$ cat src/rtl/student_fir_requant_fifo.sv
// Requantizes signed FIR sums to DATA_SIZE audio samples (round-half-up, saturate) into a FWFT FIFO.
// Define STUDENT_FIR_REQUANT_SAT_CNT_EN to build the saturation event counter behind sat_count_o.
module student_fir_requant_fifo #(
  parameter int DATA_SIZE_FIR_OUT = 32,
  parameter int DATA_SIZE         = 16,
  parameter int FIFO_DEPTH        = 8,
  parameter int SAT_CNT_WIDTH     = 16
) (
  input  logic                           clk_i,
  input  logic                           rst_ni,
  input  logic                           valid_strobe_in,
  input  logic [DATA_SIZE_FIR_OUT-1:0]   y_in,
  input  logic [4:0]                     shift_i,
  input  logic                           clear_i,
  output logic [DATA_SIZE-1:0]           sample_out,
  output logic                           sample_valid_o,
  input  logic                           sample_ready_i,
  output logic [$clog2(FIFO_DEPTH):0]    fifo_level_o,
  output logic                           overflow_o,
  output logic [SAT_CNT_WIDTH-1:0]       sat_count_o
);

  localparam int AW = $clog2(FIFO_DEPTH);
  localparam int XW = DATA_SIZE_FIR_OUT + 1;
  localparam int UW = XW - DATA_SIZE + 1;
  localparam logic [AW-1:0]        PTR_ONE    = AW'(1'b1);
  localparam logic [AW:0]          LVL_ONE    = (AW + 1)'(1'b1);
  localparam logic [AW:0]          LVL_FULL   = (AW + 1)'(FIFO_DEPTH);
  localparam logic [XW-1:0]        RND_ONE    = XW'(1'b1);
  localparam logic [DATA_SIZE-1:0] SAMPLE_MAX = {1'b0, {(DATA_SIZE - 1){1'b1}}};
  localparam logic [DATA_SIZE-1:0] SAMPLE_MIN = {1'b1, {(DATA_SIZE - 1){1'b0}}};

  logic signed [XW-1:0]  w_ext;
  logic signed [XW-1:0]  w_rnd;
  logic signed [XW-1:0]  w_shifted;
  logic signed [XW-1:0]  r_s1_val;
  logic                  r_s1_valid;
  logic [UW-1:0]         w_upper;
  logic                  w_sat;
  logic [DATA_SIZE-1:0]  w_sat_val;

  logic [DATA_SIZE-1:0]  r_mem [FIFO_DEPTH];
  logic [AW-1:0]         r_wr_ptr;
  logic [AW-1:0]         r_rd_ptr;
  logic [AW:0]           r_level;
  logic                  r_overflow;
  logic                  w_full;
  logic                  w_pop;
  logic                  w_push;
  logic                  w_drop;

  // Stage-1 arithmetic: one guard bit so adding the rounding constant cannot wrap
  always_comb begin
    w_ext = $signed({y_in[DATA_SIZE_FIR_OUT-1], y_in});
    if (shift_i != 5'd0) begin
      w_rnd = $signed(RND_ONE << (shift_i - 5'd1));
    end else begin
      w_rnd = '0;
    end
    w_shifted = (w_ext + w_rnd) >>> shift_i;
  end

  // Stage-1 register, loaded on each strobe
  always_ff @(posedge clk_i or negedge rst_ni) begin
    if (!rst_ni) begin
      r_s1_valid <= 1'b0;
      r_s1_val   <= '0;
    end else if (clear_i) begin
      r_s1_valid <= 1'b0;
      r_s1_val   <= r_s1_val;
    end else begin
      r_s1_valid <= valid_strobe_in;
      if (valid_strobe_in) begin
        r_s1_val <= w_shifted;
      end else begin
        r_s1_val <= r_s1_val;
      end
    end
  end

  // Stage-2 saturation: value fits when all bits above the output sign bit agree
  always_comb begin
    w_upper = r_s1_val[XW-1:DATA_SIZE-1];
    w_sat   = !((&w_upper) || !(|w_upper));
    if (!w_sat) begin
      w_sat_val = r_s1_val[DATA_SIZE-1:0];
    end else if (r_s1_val[XW-1]) begin
      w_sat_val = SAMPLE_MIN;
    end else begin
      w_sat_val = SAMPLE_MAX;
    end
  end

  // FIFO handshake decode; a full FIFO still accepts a write when the head leaves this cycle
  always_comb begin
    w_full = (r_level == LVL_FULL);
    w_pop  = (r_level != '0) && sample_ready_i;
    w_push = r_s1_valid && (!w_full || w_pop);
    w_drop = r_s1_valid && w_full && !w_pop;
  end

  // FIFO storage, pointers, occupancy and sticky overflow
  always_ff @(posedge clk_i or negedge rst_ni) begin
    if (!rst_ni) begin
      for (int i = 0; i < FIFO_DEPTH; i++) begin
        r_mem[i] <= '0;
      end
      r_wr_ptr   <= '0;
      r_rd_ptr   <= '0;
      r_level    <= '0;
      r_overflow <= 1'b0;
    end else if (clear_i) begin
      r_wr_ptr   <= '0;
      r_rd_ptr   <= '0;
      r_level    <= '0;
      r_overflow <= 1'b0;
    end else begin
      if (w_push) begin
        r_mem[r_wr_ptr] <= w_sat_val;
        r_wr_ptr        <= r_wr_ptr + PTR_ONE;
      end
      if (w_pop) begin
        r_rd_ptr <= r_rd_ptr + PTR_ONE;
      end
      case ({w_push, w_pop})
        2'b10:   r_level <= r_level + LVL_ONE;
        2'b01:   r_level <= r_level - LVL_ONE;
        default: r_level <= r_level;
      endcase
      if (w_drop) begin
        r_overflow <= 1'b1;
      end
    end
  end

  assign sample_out     = r_mem[r_rd_ptr];
  assign sample_valid_o = (r_level != '0);
  assign fifo_level_o   = r_level;
  assign overflow_o     = r_overflow;

`ifdef STUDENT_FIR_REQUANT_SAT_CNT_EN
  localparam logic [SAT_CNT_WIDTH-1:0] SAT_ONE = SAT_CNT_WIDTH'(1'b1);
  logic [SAT_CNT_WIDTH-1:0] r_sat_cnt;

  // Saturation events count whether the sample was stored or dropped
  always_ff @(posedge clk_i or negedge rst_ni) begin
    if (!rst_ni) begin
      r_sat_cnt <= '0;
    end else if (clear_i) begin
      r_sat_cnt <= '0;
    end else if (r_s1_valid && w_sat && (r_sat_cnt != '1)) begin
      r_sat_cnt <= r_sat_cnt + SAT_ONE;
    end else begin
      r_sat_cnt <= r_sat_cnt;
    end
  end

  assign sat_count_o = r_sat_cnt;
`else
  assign sat_count_o = '0;
`endif

endmodule
$ cat config.mk
export PLATFORM = sky130hd
export DESIGN_NAME = student_fir_requant_fifo
export DESIGN_NICKNAME = d
export VERILOG_FILES = /design/src/rtl/student_fir_requant_fifo.sv
export SDC_FILE = /design/constraint.sdc
export NUM_CORES = 1
export LEC_CHECK = 0
export ABC_AREA = 0
export BUFFER_PORTS_ARGS = -buffer_cell sky130_fd_sc_hd__buf_2
export CORE_ASPECT_RATIO = 1.75
export CORE_MARGIN = 2
export CORE_UTILIZATION = 39
export CTS_CLUSTER_SIZE = 16
export DETAILED_ROUTE_END_ITERATION = 6
export SETUP_SLACK_MARGIN = 0.15
export SLEW_MARGIN = 0
export SYNTH_ARGS = -nofsm -noshare
export SYNTH_HDL_FRONTEND = slang
export SYNTH_SLANG_ARGS = --single-unit
$ cat constraint.sdc
create_clock -name clk_i -period 4.4 [get_ports clk_i]
set_input_delay 0.66 -clock clk_i [delete_from_list [all_inputs] [get_ports clk_i]]
set_output_delay 0.66 -clock clk_i [all_outputs]
set_load 0.02 [all_outputs]
==> impl_table.tex, run 1 <==
\begin{tabular}{lr}
\hline
Metric & Value \\
\hline
\multicolumn{2}{l}{\textbf{Yosys}} \\
Syn. warnings & 0 \\
Biggest area contributors in the synthesized netlist & sky130\_fd\_sc\_hd\_\_dfrtp\_1 36\%, sky130\_fd\_sc\_hd\_\_mux4\_2 8.1\%, sky130\_fd\_sc\_hd\_\_a21oi\_1 5.8\%, sky130\_fd\_sc\_hd\_\_nor2\_1 5.1\%, sky130\_fd\_sc\_hd\_\_nand2\_1 4.4\% \\
Yosys reg bits & 173 \\
Combined area of all synthesized cells & 0.0119 mm\^{}2 \\
Async set-reset flop share out of synthesis & 1.00 \\
Share of the yosys chip area belonging to registers & 0.364 \\
Average instance area after synthesis & between 9 and 10 um\^{}2 \\
Area share of the largest cell type after synthesis & 0.364 \\
Primary FF master, synth & sky130\_fd\_sc\_hd\_\_dfrtp\_1 \\
Distinct cell type count of the synthesized netlist & 82 \\
Gate Count Post-Synth & 1317 \\
Number of synthesized flops with an enable pin & 0 \\
Library cell with the largest summed area after synthesis & sky130\_fd\_sc\_hd\_\_dfrtp\_1 \\
\multicolumn{2}{l}{\textbf{Drt}} \\
Routed wire length & $\sim$38000 um \\
Average detailed-routed wire length per instance & 19.8 um \\
Residual DRC & 0 \\
DR iter-0 viols & 478 \\
Via/cell ratio & roughly 5.7 \\
Detailed-route via count & roughly 11000 \\
Length of the first detailed-routing pass in iterations & 5 \\
Post-route antenna net violation count & 0 \\
\multicolumn{2}{l}{\textbf{Timing}} \\
Slew Limit Headroom & 0.254 \\
Ratio of final minimum period to clock period & 0.916 \\
Clock skew after layout & slightly above 5 ps \\
Final Max Slew Viols & 0 \\
Final count of hold timing violations & 0 \\
Final WS setup & 368 ps \\
Max Fclk & 0.248 GHz \\
Setup repair after global routing missed its margin & true \\
Setup violation total in the final timing report & 0 \\
Worst Max-Slew Pin Slew & about 1100 ps \\
Minimum clock period & around 4000 ps \\
\multicolumn{2}{l}{\textbf{Run status}} \\
Status & finished, final reports clean \\
\multicolumn{2}{l}{\textbf{Global routing}} \\
First-pass GRT wire length & 59500 um \\
Initial antenna violation count & 0 \\
Vias in the first global route & roughly 11000 \\
Largest net degree at the start of global routing & 90 \\
Total congestion overflow & 0 \\
All-layer global routing usage & 0.241 \\
\multicolumn{2}{l}{\textbf{Floorplan}} \\
I/O Pins & 80 \\
Y dimension of the die & 235 um \\
Floorplan row count & 84 \\
Floorplan die width & 136 um \\
Core region area & 0.0301 mm\^{}2 \\
Area of the die & 0.0320 mm\^{}2 \\
Starting density of the core & 0.396 \\
\multicolumn{2}{l}{\textbf{Critical path}} \\
Critical Path End Type & flop \\
Slowest stage cell, crit path & sky130\_fd\_sc\_hd\_\_a2111oi\_4 \\
Buffers plus inverters on the worst setup path & 4 \\
Critical path fanouts, max & 5 \\
Worst setup path category & primary input to flop \\
Max incr delay on CP & 420 ps \\
List of cells traversed by the critical path & buf\_2 -> inv\_2 -> nor2\_1 -> nand2\_1 -> nor2\_1 -> ha\_1 -> a21oi\_1 -> o21ai\_0 -> o21ai\_1 -> buf\_4 -> nor3\_1 -> a2111oi\_4 -> o221ai\_1 -> a221oi\_2 -> buf\_4 -> nand3\_1 -> and3\_1 -> a211oi\_2 \\
CP required & between 4000 and 5000 ps \\
Startpoint types & primary input \\
Cell family contributing the most delay on the critical path & compound AO/OA/AOI/OAI gates \\
Data arrival time of the critical path & about 4400 ps \\
\multicolumn{2}{l}{\textbf{Clock network}} \\
Post-CTS Setup Inserts & 0 \\
Buffer type at the clock tree root & sky130\_fd\_sc\_hd\_\_clkbuf\_16 \\
Maximum number of buffers from clock root to sink & 2 \\
TritonCTS Buffers & 17 \\
Clock latency on the worst-skew pair & 430 ps \\
Level count of the clock H-tree & 4 \\
Clock transition time at the flip-flop clock pins of the worst setup and hold paths & 60 ps \\
CTS tree & yes \\
Number of instances resized during post-cts repair & 0 \\
CTS sink count & roughly 170 \\
Number of buffers added to fix hold violations after cts & 0 \\
\multicolumn{2}{l}{\textbf{Power}} \\
Maximum VDD drop & 0.303 mV \\
Static leakage & 6.57 nW \\
Power Density & 372 mW/mm\^{}2 \\
\multicolumn{2}{l}{\textbf{Placement}} \\
Weighted congestion reported at the end of routability-driven placement & 0.979 \\
Total cell area at the placement stage & 0.0138 mm\^{}2 \\
Worst slack after detailed placement & -283 ps \\
Port-buffer cells & 63 \\
DPL Wire Length & 29000 um \\
\multicolumn{2}{l}{\textbf{Finish}} \\
Syn-to-layout area delta & 21.6\% \\
Most used cells in the layout excluding fill and tap cells & 185 x sky130\_fd\_sc\_hd\_\_buf\_4, 172 x sky130\_fd\_sc\_hd\_\_dfrtp\_1, 160 x sky130\_fd\_sc\_hd\_\_nor2\_1, 140 x sky130\_fd\_sc\_hd\_\_nand2\_1, 138 x sky130\_fd\_sc\_hd\_\_a21oi\_1 \\
Antenna diode count & 0 \\
Final net count & 1577 \\
Design Area, Final & roughly 0.014 mm\^{}2 \\
Number of filler instances in the final layout & 2956 \\
Fraction of layout cells with a size suffix above 1 & 0.264 \\
Leading cell type in the layout, fill and taps excluded & sky130\_fd\_sc\_hd\_\_buf\_4 \\
\multicolumn{2}{l}{\textbf{Flow run}} \\
Reported max-cap violation count & 0 \\
\multicolumn{2}{l}{\textbf{Hold path}} \\
Type of the most critical hold path & primary input to async pin \\
\hline
\end{tabular}
==> metrics by stage <==
stage / util / power [mW] / instances / hold WS (ps) / TNS [ps]
2_1_floorplan: - / 3.22 / 1333 / 364 / 0
3_3_place_gp: 0.459 / 3.83 / 1865 / 457 / -1200
3_5_place_dp: 0.459 / 3.87 / 1865 / 466 / -1630
4_1_cts: 0.480 / 5.44 / 1895 / 300 / 0
5_1_grt: 0.482 / 5.69 / 1895 / 331 / 0
6_report: 0.482 / 5.39 / 1895 / 252 / 0
==> area by class of cell <==
cell class / instances / area [um^2] / share of cell area
inverter: 19 / 71.3 / 0.00493
sequential: 173 / 4330 / 0.299
multi-input combinational: 1034 / 7190 / 0.497
timing repair buffer: 252 / 1790 / 0.124
clock buffer: 24 / 502 / 0.0347
tap: 387 / 484 / 0.0335
clock inverter: 6 / 108 / 0.00743
==> flip-flops by register name (all words and copies together), names as in the netlist <==
| register | flops |
|---|---|
| r_s1_valid | 1 |
| overflow_o | 1 |
| fifo_level_o | 4 |
| r_wr_ptr | 3 |
| r_mem | 128 |
| r_rd_ptr | 3 |
| r_s1_val | 33 |
==> cell usage after synthesis, drive strengths merged, types with 3 or more instances <==
master   number
dfrtp       173
nor2        161
nand2       142
a21oi       139
o21ai       107
clkbuf       66
mux4         43
buf          41
ha           36
mux2         34
mux2i        34
nor3         30
a211oi       27
xnor2        22
inv          19
xor2         19
nand3        18
a21o         15
and2         14
o211ai       14
nand4        12
a31oi        11
a22o          9
o22ai         9
nor4          8
o31ai         7
a221oi        6
nand3b        6
o221ai        6
a2111oi       5
a211o         5
a221o         5
and3          5
nand2b        5
o21a          5
nor2b         4
o211a         4
o21bai        4
or3           4
a311o         3
a311oi        3
a31o          3
a41oi         3
nor3b         3
o311ai        3
==> worst paths after layout <==
path / from / end / slack [ps] / depth (start not counted)
max: shift_i[3] / r_s1_val[1] / 370 / 18
min: rst_ni / r_rd_ptr[2] / 250 / 1
max reg2reg: r_s1_val[23] / r_mem[49] / 1560 / 7
min reg2reg: r_mem[53] / r_mem[53] / 480 / 2
max in group asynchronous: rst_ni / r_mem[21] / 3210 / 2
min in group clk_i: r_mem[53] / r_mem[53] / 480 / 2
==> power breakdown <==
part / internal, mW / switching, mW
sequential: 1.83 / 0.207
combinational: 0.816 / 0.989
clock: 0.961 / 0.591
==> cells by family (layout without fill, tap and decap cells) <==
| group | count (synthesis) | in the layout | synth area share |
|---|---|---|---|
| fa+ha+maj | 38 | 38 | 0.0412 |
| other cells | 1 | 17 | 0.000315 |
| flops | 173 | 173 | 0.364 |
| mux | 111 | 111 | 0.143 |
| buf+inv | 126 | 301 | 0.0460 |
| compound gates | 410 | 410 | 0.223 |
| xor+xnor | 41 | 41 | 0.0302 |
| simple gates | 417 | 417 | 0.153 |
==> per-layer routing <==
metal	wire, um	part of all wire	up-vias	track usage
met1	13300	0.35	5206	0.242
met4	2630	0.070	0	0.160
met5	0	0	-	0
met2	20600	0.55	248	0.450
met3	983	0.026	114	0.0319
li1	-	-	5155	-
==> worst reg2reg max path: cells and delay by family, from the launching register on <==
family	cells	cell delay (ps)
simple gates	4	1250
compound gates	3	1030
flops	1	400
Note: power is estimated with default switching activity, not from simulation.
==> inputs of run 2 (changes only) <==
- BUFFER_PORTS_ARGS: -buffer_cell sky130_fd_sc_hd__buf_2 -> -buffer_cell sky130_fd_sc_hd__buf_4
- PLACE_DENSITY: default -> 0.53
==> impl_table.tex, run 2 (synthesis gave the netlist of run 1 again) <==
\begin{tabular}{lr}
\hline
Metric & Value \\
\hline
\multicolumn{2}{l}{\textbf{Clock network}} \\
CTS sink count & 173 (unchanged) \\
Number of buffers added to fix hold violations after cts & 0 (unchanged) \\
Buffer type at the clock tree root & sky130\_fd\_sc\_hd\_\_clkbuf\_16 \\
Level count of the clock H-tree & 4 (unchanged) \\
Maximum number of buffers from clock root to sink & 2 (unchanged) \\
TritonCTS Buffers & 17 (unchanged) \\
CTS tree & yes \\
Clock latency on the worst-skew pair & 420 ps (about the same) \\
Clock transition time at the flip-flop clock pins of the worst setup and hold paths & 60 ps (about the same) \\
\multicolumn{2}{l}{\textbf{Timing}} \\
Setup violation total in the final timing report & 0 (unchanged) \\
Final count of hold timing violations & 0 (unchanged) \\
Worst Max-Slew Pin Slew & 1020 ps (-93.7 ps) \\
Final Max Slew Viols & 0 (unchanged) \\
Max Fclk & 0.243 GHz (-2.2\%) \\
Final WS setup & 279 ps (-88.7 ps) \\
Slew Limit Headroom & 0.318 (+0.0643) \\
Clock skew after layout & 5.68 ps (+0.565 ps) \\
Setup repair after global routing missed its margin & false \\
Ratio of final minimum period to clock period & 0.937 (+0.0202) \\
Minimum clock period & 4120 ps (+88.7 ps) \\
\multicolumn{2}{l}{\textbf{Placement}} \\
Weighted congestion reported at the end of routability-driven placement & 1.01 (+3.5\%) \\
Worst slack after detailed placement & -314 ps (-31.0 ps) \\
Port-buffer cells & 63 (unchanged) \\
DPL Wire Length & 30300 um (+4.5\%) \\
Placed Instances & 1880 (+0.80\%) \\
\multicolumn{2}{l}{\textbf{Floorplan}} \\
Starting density of the core & 0.396 (unchanged) \\
I/O Pins & 80 (unchanged) \\
Floorplan row count & 84 (unchanged) \\
Area of the die & 0.0320 mm\^{}2 (unchanged) \\
Y dimension of the die & 235 um (unchanged) \\
Core region area & 0.0301 mm\^{}2 (unchanged) \\
Floorplan die width & 136 um (unchanged) \\
\multicolumn{2}{l}{\textbf{Global routing}} \\
First-pass GRT wire length & 60700 um (+1.9\%) \\
Initial antenna violation count & 0 (unchanged) \\
Largest net degree at the start of global routing & 99 (+10\%) \\
All-layer global routing usage & 0.247 (+0.00625) \\
Vias in the first global route & 11010 (-0.18\%) \\
Total congestion overflow & 0 (unchanged) \\
\multicolumn{2}{l}{\textbf{Drt}} \\
Length of the first detailed-routing pass in iterations & 5 (unchanged) \\
Post-route antenna net violation count & 0 (unchanged) \\
Via/cell ratio & 5.62 (-0.72\%) \\
Detailed-route via count & 10753 (+0.28\%) \\
Post-route met1 wirelength & 13500 um (+1.3\%) \\
DR iter-0 viols & 493 (+3.1\%) \\
Met2 layer wire length in the routed design & 22100 um (+6.9\%) \\
Residual DRC & 0 (unchanged) \\
Average detailed-routed wire length per instance & 20.3 um (+2.2\%) \\
Top Layer Used & met4 \\
Met3 routed wirelength & 824 um (-16\%) \\
Routed wire length & 38800 um (+3.3\%) \\
\multicolumn{2}{l}{\textbf{Critical path}} \\
Critical path fanouts, max & 6 (+1) \\
CP required & 4710 ps (-40 ps) \\
Slowest stage cell, crit path & sky130\_fd\_sc\_hd\_\_mux4\_2 \\
Most frequent cell on the critical path & sky130\_fd\_sc\_hd\_\_buf\_4 \\
Worst setup path category & primary input to flop \\
Startpoint of the worst setup timing path & shift\_i[0] \\
Data arrival time of the critical path & 4430 ps (+50 ps) \\
List of cells traversed by the critical path & buf\_4 -> or2\_2 -> nor3\_2 -> ha\_1 -> o211ai\_1 -> o21ai\_1 -> a21o\_1 -> a2111oi\_1 -> a311oi\_1 -> buf\_4 -> mux4\_2 -> mux2i\_1 -> o21ai\_0 -> a221o\_1 \\
Worst R2R Start & r\_s1\_val[18] \\
Startpoint types & primary input \\
Critical Path End Type & flop \\
Max incr delay on CP & 510 ps (+90 ps) \\
\multicolumn{2}{l}{\textbf{Finish}} \\
Final net count & 1594 (+1.1\%) \\
Register ranked first by flip-flop count & r\_mem \\
Number of filler instances in the final layout & 2932 (-0.81\%) \\
Leading cell type in the layout, fill and taps excluded & sky130\_fd\_sc\_hd\_\_buf\_4 \\
Fraction of layout cells with a size suffix above 1 & 0.275 (+0.0111) \\
Most used cells in the layout excluding fill and tap cells & 266 x sky130\_fd\_sc\_hd\_\_buf\_4, 172 x sky130\_fd\_sc\_hd\_\_dfrtp\_1, 159 x sky130\_fd\_sc\_hd\_\_nor2\_1, 140 x sky130\_fd\_sc\_hd\_\_nand2\_1, 137 x sky130\_fd\_sc\_hd\_\_a21oi\_1 \\
Final std cells w/o fill & 1914 (+1.0\%) \\
Antenna diode count & 0 (unchanged) \\
Max FFs per register & 128 (unchanged) \\
Syn-to-layout area delta & 23.7\% \\
\multicolumn{2}{l}{\textbf{Flow run}} \\
Reported max-cap violation count & 0 (unchanged) \\
\multicolumn{2}{l}{\textbf{Power}} \\
Static leakage & 6.69 nW (+1.8\%) \\
Maximum VDD drop & 0.313 mV (+3.2\%) \\
Power Density & 371 mW/mm\^{}2 (-0.40\%) \\
\multicolumn{2}{l}{\textbf{Run status}} \\
Status & finished, final reports clean \\
\multicolumn{2}{l}{\textbf{Hold path}} \\
Type of the most critical hold path & primary input to async pin \\
\hline
\end{tabular}
==> run 2: metrics by stage <==
step                utilization  TNS, ps  area (um^2)  total power, mW  hold WS (ps)
floorplan                     -        0        12000             3.22           364
global placement          0.467    -3340        14100             3.94           456
detailed placement        0.467    -3290        14100             3.97           466
CTS                       0.488        0        14700             5.52           372
global route              0.490        0        14700             5.78           396
finish                    0.490        0        14700             5.46           310
==> run 2: report_power, final <==
group          internal (mW)  switching (mW)
Clock                  0.917           0.607
Combinational          0.899            1.01
Sequential              1.83           0.205
==> run 2: timing repair <==
action                     in CTS  in global routing
gates resized for setup         1                 10
setup buffers                   0                  2
pin swaps                       0                  3
setup endpoints to repair       1                  9
==> run 2: layer usage <==
| layer | global-route usage | vias up |
|---|---|---|
| met3 | 0.0243 | 102 |
| met4 | 0.140 | 0 |
| met1 | 0.246 | 5207 |
| li1 | - | 5205 |
| met2 | 0.481 | 239 |
| met5 | 0 | - |
==> run 2: cell type report <==
class	count	area, um^2	share of cell area
Multi-Input combinational cell	1034	7190	0.488
Sequential cell	173	4330	0.294
Clock buffer	20	457	0.0310
Clock inverter	12	144	0.00977
Tap cell	387	484	0.0329
Inverter	19	71.3	0.00484
Timing Repair Buffer	269	2050	0.139
==> run 2: worst max-delay path, delay by kind of cell <==
kind,cells,cell delay [ps]
adders and majority gates,1,310
muxes,2,760
buffers and inverters,2,330
AOI/OAI and AO/OA,7,1760
and+or+nand+nor,2,610
==> run 2: worst paths after layout <==
kind	endpoint	slack, ps	depth (start not counted)
worst max register to register	r_mem[119]	1390	7
worst min-delay path	r_mem[113]	310	1
max in group asynchronous	r_mem[118]	3100	2
worst min register to register	r_mem[115]	470	2
worst max-delay path	r_s1_val[8]	280	14
min in group clk_i	r_mem[115]	470	2
==> inputs of run 3 (changes only) <==
- clock period: 4.4 -> 4.2 ns (I/O delays scaled with it)
==> impl_table.tex, run 3 (synthesis gave the netlist of run 1 again) <==
\begin{tabular}{lr}
\hline
Metric & Value \\
\hline
\multicolumn{2}{l}{\textbf{Finish}} \\
Multi-input combinational cell area & 0.00743 mm\^{}2 (+3.3\%) \\
Design Area, Final & 0.0155 mm\^{}2 (+5.0\%) \\
Number of filler instances in the final layout & 2926 (-0.20\%) \\
Final net count & 1662 (+4.3\%) \\
Antenna diode count & 0 (unchanged) \\
Leading cell type in the layout, fill and taps excluded & sky130\_fd\_sc\_hd\_\_buf\_4 \\
Sequential Area & 0.00433 mm\^{}2 (unchanged) \\
Fraction of layout cells with a size suffix above 1 & 0.330 (+0.0549) \\
Most used cells in the layout excluding fill and tap cells & 332 x sky130\_fd\_sc\_hd\_\_buf\_4, 172 x sky130\_fd\_sc\_hd\_\_dfrtp\_1, 157 x sky130\_fd\_sc\_hd\_\_nor2\_1, 133 x sky130\_fd\_sc\_hd\_\_nand2\_1, 131 x sky130\_fd\_sc\_hd\_\_a21oi\_1 \\
Syn-to-layout area delta & 29.9\% \\
Register ranked first by flip-flop count & r\_mem \\
Max FFs per register & 128 (unchanged) \\
\multicolumn{2}{l}{\textbf{Placement}} \\
Weighted congestion reported at the end of routability-driven placement & 0.960 (-5.2\%) \\
Worst slack after detailed placement & -591 ps (-277 ps) \\
Port-buffer cells & 63 (unchanged) \\
DPL Wire Length & 30700 um (+1.3\%) \\
Total cell area at the placement stage & 0.0146 mm\^{}2 (+3.7\%) \\
\multicolumn{2}{l}{\textbf{Clock network}} \\
Buffer type at the clock tree root & sky130\_fd\_sc\_hd\_\_clkbuf\_16 \\
Clock transition time at the flip-flop clock pins of the worst setup and hold paths & 60 ps (about the same) \\
CTS sink count & 173 (unchanged) \\
TritonCTS Buffers & 17 (unchanged) \\
Clock latency on the worst-skew pair & 430 ps (about the same) \\
Level count of the clock H-tree & 4 (unchanged) \\
Maximum number of buffers from clock root to sink & 2 (unchanged) \\
CTS tree & yes \\
\multicolumn{2}{l}{\textbf{Timing}} \\
Smallest hold slack & 252 ps (-57.8 ps) \\
Final Max Slew Viols & 0 (unchanged) \\
Setup violation total in the final timing report & 0 (unchanged) \\
Max Fclk & 0.252 GHz \\
Minimum clock period & between 3000 and 4000 ps \\
Final WS setup & 231 ps (-48.0 ps) \\
Final count of hold timing violations & 0 (unchanged) \\
Worst Max-Slew Pin Slew & 981 ps (-42.1 ps) \\
Setup repair after global routing missed its margin & true \\
Slew Limit Headroom & 0.344 (+0.0257) \\
Clock skew after layout & 10.4 ps (+4.76 ps) \\
Ratio of final minimum period to clock period & 0.945 \\
\multicolumn{2}{l}{\textbf{Critical path}} \\
Critical path fanouts, max & 5 (-1) \\
Startpoint types & primary input \\
R2R cell count & 7 (unchanged) \\
Critical Path End Type & flop \\
Data arrival time of the critical path & 4290 ps (-140 ps) \\
Worst reg-to-reg setup slack & 1370 ps (-20 ps) \\
CP required & 4520 ps (-190 ps) \\
Worst R2R Start & r\_s1\_val[23] \\
Worst setup path category & primary input to flop \\
Endpoint of the worst-slack reg-to-reg timing path & r\_mem[100] \\
\multicolumn{2}{l}{\textbf{Floorplan}} \\
Core region area & 0.0301 mm\^{}2 (unchanged) \\
Y dimension of the die & 235 um (unchanged) \\
Area of the die & 0.0320 mm\^{}2 (unchanged) \\
I/O Pins & 80 (unchanged) \\
Starting density of the core & 0.396 (unchanged) \\
Floorplan die width & 136 um (unchanged) \\
Floorplan row count & 84 (unchanged) \\
\multicolumn{2}{l}{\textbf{Global routing}} \\
Gr busiest metal & met2 \\
All-layer global routing usage & 0.249 (+0.00227) \\
Total congestion overflow & 0 (unchanged) \\
Routing usage on met1 & 0.258 (+0.0128) \\
Met2 usage & 0.466 (-0.0148) \\
Vias in the first global route & 11201 (+1.7\%) \\
Largest net degree at the start of global routing & 92 (-7.1\%) \\
Met3 demand-to-capacity share in global routing & 0.0276 (+0.00323) \\
Initial antenna violation count & 0 (unchanged) \\
First-pass GRT wire length & 61200 um (+0.82\%) \\
\multicolumn{2}{l}{\textbf{Drt}} \\
Routed wire length & 39600 um (+2.1\%) \\
Detailed-route via count & 11053 (+2.8\%) \\
Average detailed-routed wire length per instance & 20.0 um (-1.4\%) \\
DR iter-0 viols & 481 (-2.4\%) \\
Post-route antenna net violation count & 0 (unchanged) \\
Via/cell ratio & 5.58 (-0.69\%) \\
Length of the first detailed-routing pass in iterations & 5 (unchanged) \\
Residual DRC & 0 (unchanged) \\
\multicolumn{2}{l}{\textbf{Power}} \\
Maximum VDD drop & 0.333 mV (+6.5\%) \\
Post-layout power & 5.73 mW (+5.0\%) \\
Static leakage & 7.06 nW (+5.6\%) \\
Power Density & 371 mW/mm\^{}2 (about the same) \\
\multicolumn{2}{l}{\textbf{Run status}} \\
Status & finished, final reports clean \\
\multicolumn{2}{l}{\textbf{Hold path}} \\
Type of the most critical hold path & primary input to async pin \\
\multicolumn{2}{l}{\textbf{Flow run}} \\
Reported max-cap violation count & 0 (unchanged) \\
\hline
\end{tabular}
-- run 3: cell count changes in the layout (fill, tap and decap cells not counted), sizes merged --
| cell | delta |
|---|---|
| clkinv | -3 |
| buf | +68 |
| clkbuf | +4 |
| bufinv | -1 |
| clkinvlp | -1 |
-- run 3: how the worst max path moves through the flow --
stage	from	end	slack, ps	depth (start not counted)
after floorplan	shift_i[2]	r_s1_val[8]	60	18
after global placement	shift_i[3]	r_s1_val[19]	-620	16
after detailed placement	shift_i[3]	r_s1_val[21]	-590	17
after CTS	shift_i[1]	r_s1_val[15]	130	20
after global routing	shift_i[1]	r_s1_val[1]	90	20
final	shift_i[1]	r_s1_val[4]	230	18
-- run 3: per-stage QoR --
| stage | TNS [ps] | utilization | std cells |
|---|---|---|---|
| after floorplan | 0 | - | 1333 |
| final | 0 | 0.515 | 1981 |
| after global routing | 0 | 0.515 | 1981 |
| after CTS | 0 | 0.505 | 1974 |
| after global placement | -10860 | 0.485 | 1943 |
| after detailed placement | -11210 | 0.485 | 1943 |
-- run 3: report_power, final --
| group | internal [mW] | total (mW) | switching [mW] |
|---|---|---|---|
| Clock | 0.916 | 1.54 | 0.620 |
| Sequential | 1.91 | 2.14 | 0.222 |
| Combinational | 0.989 | 2.06 | 1.07 |
-- run 3: layout make-up --
cell class | count | share of cell area
multi-input cells | 1034 | 0.480
clock inverters | 7 | 0.00566
repair buffers | 337 | 0.166
inverters | 19 | 0.00510
clock buffers | 24 | 0.0311
flip-flops and latches | 173 | 0.280
well taps | 387 | 0.0313
-- run 3: critical path, stage by stage --
cell                       delay, ps
sky130_fd_sc_hd__buf_4           120
sky130_fd_sc_hd__buf_12          120
sky130_fd_sc_hd__or2_4           260
sky130_fd_sc_hd__nor3_4          230
sky130_fd_sc_hd__ha_4            240
sky130_fd_sc_hd__o211ai_1        300
sky130_fd_sc_hd__buf_4           170
sky130_fd_sc_hd__o211ai_1        130
sky130_fd_sc_hd__a211oi_2        200
sky130_fd_sc_hd__buf_4           200
sky130_fd_sc_hd__buf_4           140
sky130_fd_sc_hd__o21bai_1         90
sky130_fd_sc_hd__xor2_2          200
sky130_fd_sc_hd__mux4_2          510
sky130_fd_sc_hd__buf_4           160
sky130_fd_sc_hd__nor2_1          210
sky130_fd_sc_hd__a31oi_1          90
sky130_fd_sc_hd__a31o_2          270
-- run 3: layer usage --
metal,vias up,share of wire,routed length (um)
met5,-,0,0
met4,0,0.065,2580
met3,107,0.024,934
met2,256,0.55,21900
met1,5356,0.36,14200
li1,5334,-,-
-- run 3: repair_timing --
| item | in CTS | in global routing |
|---|---|---|
| hold buffers | 0 | 0 |
| gates resized for setup | 12 | 49 |
| endpoints found under the setup margin | 24 | 30 |
| pin swaps | 1 | 17 |
| buffers inserted | 0 | 7 |
